===== src/rtl/mem_port_arbiter.sv =====
// mem_port_arbiter: shares a single-port synchronous memory between the CPU and a debug/loader port.
// Define ARB_STARVE_GUARD_EN to let a starved debug requester win after MAX_WAIT denied IDLE cycles.
module mem_port_arbiter #(
    parameter int DATA_WIDTH = 8,
    parameter int ADDR_WIDTH = 5,
    parameter int MAX_WAIT   = 4
) (
    input  logic                  clk,
    input  logic                  rst,
    input  logic                  cpu_req,
    input  logic                  cpu_wr,
    input  logic [ADDR_WIDTH-1:0] cpu_addr,
    input  logic [DATA_WIDTH-1:0] cpu_wdata,
    output logic                  cpu_ack,
    output logic [DATA_WIDTH-1:0] cpu_rdata,
    input  logic                  dbg_req,
    input  logic                  dbg_wr,
    input  logic [ADDR_WIDTH-1:0] dbg_addr,
    input  logic [DATA_WIDTH-1:0] dbg_wdata,
    output logic                  dbg_ack,
    output logic [DATA_WIDTH-1:0] dbg_rdata,
    output logic [ADDR_WIDTH-1:0] mem_addr,
    output logic                  mem_rd,
    output logic                  mem_wr,
    output logic [DATA_WIDTH-1:0] mem_wdata,
    input  logic [DATA_WIDTH-1:0] mem_rdata,
    output logic                  busy
);
    typedef enum logic [1:0] {IDLE, ISSUE, RESP} state_t;
    state_t                state_q;
    logic                  owner_q, wr_q, cpu_ack_q, dbg_ack_q, mem_rd_q, mem_wr_q, busy_q;
    logic [ADDR_WIDTH-1:0] mem_addr_q;
    logic [DATA_WIDTH-1:0] mem_wdata_q;
    logic                  dbg_win, win_wr;

    if (MAX_WAIT < 1 || MAX_WAIT > 15) begin : g_bad_max_wait
        $error("MAX_WAIT must be in 1..15");
    end

`ifdef ARB_STARVE_GUARD_EN
    logic [3:0] wait_cnt_q, wait_cnt_d;
    assign dbg_win = dbg_req && (!cpu_req || wait_cnt_q >= 4'(MAX_WAIT));
    always_comb
        wait_cnt_d = (state_q != IDLE) ? wait_cnt_q :
                     (!dbg_req || dbg_win) ? 4'd0 :
                     (wait_cnt_q == 4'hF) ? wait_cnt_q : wait_cnt_q + 4'd1;
    always_ff @(posedge clk)
        wait_cnt_q <= rst ? 4'd0 : wait_cnt_d;
`else
    assign dbg_win = dbg_req && !cpu_req;
`endif

    assign win_wr = dbg_win ? dbg_wr : cpu_wr;

    always_ff @(posedge clk) begin
        if (rst) begin
            state_q     <= IDLE;
            owner_q     <= 1'b0;
            wr_q        <= 1'b0;
            cpu_ack_q   <= 1'b0;
            dbg_ack_q   <= 1'b0;
            mem_rd_q    <= 1'b0;
            mem_wr_q    <= 1'b0;
            busy_q      <= 1'b0;
            mem_addr_q  <= '0;
            mem_wdata_q <= '0;
        end else begin
            cpu_ack_q <= 1'b0;
            dbg_ack_q <= 1'b0;
            mem_rd_q  <= 1'b0;
            mem_wr_q  <= 1'b0;
            case (state_q)
                IDLE: if (cpu_req || dbg_req) begin
                    // The winner is latched here; later input changes cannot disturb the access.
                    owner_q     <= dbg_win;
                    wr_q        <= win_wr;
                    mem_addr_q  <= dbg_win ? dbg_addr : cpu_addr;
                    mem_wdata_q <= dbg_win ? dbg_wdata : cpu_wdata;
                    mem_rd_q    <= !win_wr;
                    mem_wr_q    <= win_wr;
                    busy_q      <= 1'b1;
                    state_q     <= ISSUE;
                end
                ISSUE: begin
                    cpu_ack_q <= !owner_q;
                    dbg_ack_q <= owner_q;
                    state_q   <= RESP;
                end
                RESP: begin
                    busy_q  <= 1'b0;
                    state_q <= IDLE;
                end
                default: begin
                    busy_q  <= 1'b0;
                    state_q <= IDLE;
                end
            endcase
        end
    end

    // Memory read data arrives in RESP, so it is steered straight through to the owner.
    assign cpu_rdata = (cpu_ack_q && !wr_q) ? mem_rdata : '0;
    assign dbg_rdata = (dbg_ack_q && !wr_q) ? mem_rdata : '0;
    assign cpu_ack   = cpu_ack_q;
    assign dbg_ack   = dbg_ack_q;
    assign mem_addr  = mem_addr_q;
    assign mem_wdata = mem_wdata_q;
    assign mem_rd    = mem_rd_q;
    assign mem_wr    = mem_wr_q;
    assign busy      = busy_q;
endmodule


===== config.mk =====
export PLATFORM = sky130hd
export DESIGN_NAME = mem_port_arbiter
export DESIGN_NICKNAME = d
export VERILOG_FILES = /design/src/rtl/mem_port_arbiter.sv
export SDC_FILE = /design/constraint.sdc
export NUM_CORES = 1
export LEC_CHECK = 0
export ABC_CLOCK_PERIOD_IN_PS = 3400
export CAP_MARGIN = 30
export CELL_PAD_IN_SITES_DETAIL_PLACEMENT = 0
export CELL_PAD_IN_SITES_GLOBAL_PLACEMENT = 1
export CORE_ASPECT_RATIO = 1.75
export CORE_MARGIN = 5
export CORE_UTILIZATION = 25
export CTS_BUF_LIST = sky130_fd_sc_hd__clkbuf_8
export DETAILED_ROUTE_END_ITERATION = 6
export GPL_TIMING_DRIVEN = 1
export PLACE_DENSITY_LB_ADDON = 0.1
export SYNTH_ARGS = -nofsm -noshare
export SYNTH_HDL_FRONTEND = slang
export SYNTH_SLANG_ARGS = --single-unit

===== constraint.sdc =====
create_clock -name clk -period 3.4 [get_ports clk]
set_clock_uncertainty 0.1 [all_clocks]
set_input_delay 0.68 -clock clk [delete_from_list [all_inputs] [get_ports clk]]
set_output_delay 0.68 -clock clk [all_outputs]
set_load 0.01 [all_outputs]

## Yosys cells after proc, flatten, opt, wreduce, memory -nomap -nowiden

Cells that the tools add are included.

| cells by class | value |
|---|---|
| reductions and logical operators | 13 |
| mux-type cells | 9 |
| bitwise operators | 3 |
| equality and inequality tests | 2 |

Operator list:

| operator | number |
|---|---|
| $mux W8 | 3 |
| $mux W5 | 1 |
| $logic_not A1 Y1 | 4 |
| $pmux W2 S2 | 1 |
| $reduce_and A2 Y1 | 2 |
| $logic_and A1 B1 Y1 | 3 |
| $not A1 Y1 | 3 |
| $reduce_or A3 Y1 | 1 |
| $eq A2 B1 Y1 const B | 1 |
| $logic_not A2 Y1 | 1 |
| $mux W1 | 2 |
| $mux W2 | 1 |
| $ne A2 B2 Y1 const B | 1 |
| $pmux W1 S2 | 1 |
| $reduce_or A2 Y1 | 1 |
| $logic_or A1 B1 Y1 | 1 |

| word-level totals | value |
|---|---|
| output and inout port bits | 34 |
| input bits | 40 |
| register bits | 22 |
| word-level logic and storage cells | 37 |

## Depth between registers and ports, before layout

| depth | value |
|---|---|
| depth in word-level cells | 4 |
| gate-level depth with buffers | 5 |
| gate-level depth less buffers | 3 |

## Worst setup path before layout

Ideal clock, no wire load.

| path | value |
|---|---|
| path type | input port to output port |
| start point | in mem_rdata[0] |
| end point | out cpu_rdata[0] |
| data arrival time | 826 ps |
| path buffers | 0 |
| data required time | 2620 ps |
| path slack | 1794 ps |
| cell stages on the path | 1 |
| path through | and2_1 |

| on the way | value |
|---|---|
| longest elaborated chain between the ends | 1 |

RTL lines:

| item | line | RTL |
|---|---|---|
| start: declaration | 26 | `input logic [DATA_WIDTH-1:0] mem_rdata,` |
| $mux W8 | 102 | `assign cpu_rdata = (cpu_ack_q && !wr_q) ? mem_rdata : '0;` |
| end: declaration | 15 | `output logic [DATA_WIDTH-1:0] cpu_rdata,` |

Every way passes these cells.

## Worst setup path after layout

| path | value |
|---|---|
| start point | in mem_rdata[1] |
| end point | out dbg_rdata[1] |

| on the way | value |
|---|---|
| longest elaborated chain between the ends | 1 |

RTL lines:

| item | line | RTL |
|---|---|---|
| $mux W8 | 103 | `assign dbg_rdata = (dbg_ack_q && !wr_q) ? mem_rdata : '0;` |
| end: declaration | 21 | `output logic [DATA_WIDTH-1:0] dbg_rdata,` |

Every way passes these cells.

==> out/results.ini <==
[run_status]
status = finished, final reports clean

[power_and_ir_drop]
internal_power_uw = 550
p_switching_uw = 175
seqPwrFrac = 0.409
vdd_drop_max_v = 0.000432
power.share.switching = 0.242
clkPwrFrac = 0.337
p_leak_nw = 0.649
pwr-share-comb = 0.253
power.density_nw_per_um2 = 406

[drt]
dr.pass1.iters = 4
drc = 0
vias_per_cell = 4.69
wire_per_inst_um = 14.1
ant_nets = 0
wirelength_um = 3140
vias = 1046
drt_iter0_drc = 15

[global_route]
grt.total_usage = 0.119
grt-ovfl-total = 0
grt_pass1_wl_um = 4930
grt_pass1_vias = 1055
grt_max_degree = 26
antenna_found_initial = 0

[clock_network]
post_cts_resized = 0
cts.sinks = 22
cts_max_path_buffers = 2
clk_latency_ps = 260
cts_buffers = 3
clkTransAtPathRegs_ps = 90
hold_buffers = 0
cts.htree.levels = 1
root_buffer = clkbuf_8
tritoncts = yes
postCtsSetupBuffers = 0

[placement]
place.gp.congestion = 0.717
portBuffers = 73

[yosys]
netlist_top_cells_area = dfxtp_1 45%, and2_1 11%, a211oi_1 11%, o22ai_1 8.4%, a21oi_1 8.2%
synth_top_area_frac = 0.454
synth_area_um2 = 971
syn_inst = 106
synth_largest_area_cell = dfxtp_1
syn_area_per_cell_um2 = 9.16
ys_types = 20
ys_seq_area_frac = 0.454
synth_seq_cells = 22
yosysWarnings = 0
syn-num-nets = 146

[layout]
fillers = 385
n_antenna_cell = 0
final_util = 0.466
fin_nets = 216
regArea_um2 = 440
drive_above_1_share = 0.0457
multi_input_area_um2 = 472
syn_to_final_growth_pct = 83.9

[timing]
setup_tns_ps = 0
finalCritPeriodShare = 0.762
rsz0062_at_grt = false
setup_viol_count_final = 0
tightest_slew_ps = 953
slew_headroom = 0.364
fmax_ghz = 0.386
period_needed_ps = 2590
hold_violations = 0
finalMaxSlewViolations = 0

[critical_path]
path_max_fanout = 2
ff2ff_path_depth = 4
r2r_slack_ps = 1480
startpoint_type = input pin
endpoint_kind = primary output
arrival_ps = 1810
r2r_start = state_q[1]$_SDFFE_PP0P_
path_class = in2out
r2r-end = mem_wdata[6]$_SDFFE_PP0P_
worst_ep_required_time_ps = 2620

[floorplan]
dieHeight_um = 92.4
die_area_um2 = 5280
core_area_um2 = 3830
io_pins = 74
start_util = 0.254
die_w_um = 57.1
rows = 30

[job]
drv_cap = 0

[min_path]
hold_depth = 1
hp-class = reg2reg
hold_start = owner_q$_SDFFE_PP0P_
holdPathEnd = cpu_ack$_SDFF_PP0_

-- flip-flops by register name, indices dropped and copies added, names as in the netlist --
register	cells
wr_q	1
state_q	2
owner_q	1
cpu_ack	1
dbg_ack	1
busy	1
mem_wr	1
mem_addr	5
mem_rd	1
mem_wdata	8
-- worst max-delay path, cell delays in order --
cell	delay, ps
clkdlybuf4s50_1	470
and2_1	120
clkdlybuf4s50_1	540
-- worst max-delay path by stage --
| stage | from | end |
|---|---|---|
| CTS | mem_rdata[3] | cpu_rdata[3] |
| global route | mem_rdata[0] | cpu_rdata[0] |
| global placement | mem_rdata[1] | dbg_rdata[1] |
| floorplan | mem_rdata[0] | cpu_rdata[0] |
| detailed placement | mem_rdata[5] | cpu_rdata[5] |
| finish | mem_rdata[1] | dbg_rdata[1] |
-- cells in the final DEF (no fill, tap or decap) --
cell type,netlist,layout
a211oi_1,14,14
a21oi_1,16,16
a311oi_2,1,1
and2_1,17,17
buf_4,1,1
bufinv_16,0,1
clkbuf_8,0,3
clkdlybuf4s50_1,0,73
dfxtp_1,22,22
inv_1,1,1
mux2i_1,1,1
nand2_1,1,1
nand2b_1,1,1
nand2b_2,1,1
nor2_1,2,1
nor2_2,0,1
nor2b_1,3,3
nor3_1,1,1
nor3b_1,2,2
o22ai_1,13,13
or2_1,1,1
-- power groups by stage --
stage	combinational, mW	sequential [mW]	clock [mW]
floorplan	0.0701	0.311	0
global placement	0.183	0.302	0
detailed placement	0.187	0.303	0
CTS	0.187	0.297	0.251
global route	0.198	0.300	0.261
finish	0.184	0.297	0.245
-- synthesized netlist by cell type, drive strengths merged --
master  instances
dfxtp          22
and2           17
a21oi          16
a211oi         14
o22ai          13
buf             7
nor2b           3
clkbuf          2
nand2b          2
nor2            2
nor3b           2
a311oi          1
inv             1
mux2i           1
nand2           1
nor3            1
or2             1
-- layer usage --
metal  vias to the layer above  wire length [um]  global-route usage
li1                        526                 -                   -
met1                       463              1160               0.118
met2                        53              1660               0.221
met3                         4               290              0.0363
met4                         0                40              0.0464
met5                         -                 0                   0
-- metrics by stage --
stage	cell area, um2	setup slack, ps	cells	power [mW]	hold slack [ps]
after floorplan	971	1790	106	0.381	306
after global placement	1710	813	219	0.485	333
after detailed placement	1710	794	219	0.490	333
after CTS	1790	797	223	0.736	335
after global routing	1790	749	223	0.759	357
final	1790	809	223	0.725	335
-- kinds of logic after synthesis --
logic type,share of synthesized area
compound gates,0.290
buf+inv,0.0631
flops,0.454
mux,0.0103
simple gates,0.183
-- cell type report --
type,count,area share
clock inverters,1,0.0168
repair buffers,74,0.413
inverters,1,0.00210
well taps,48,0.0336
flip-flops and latches,22,0.247
clock buffers,3,0.0231
multi-input cells,74,0.264
(Power assumes the default switching activity.)
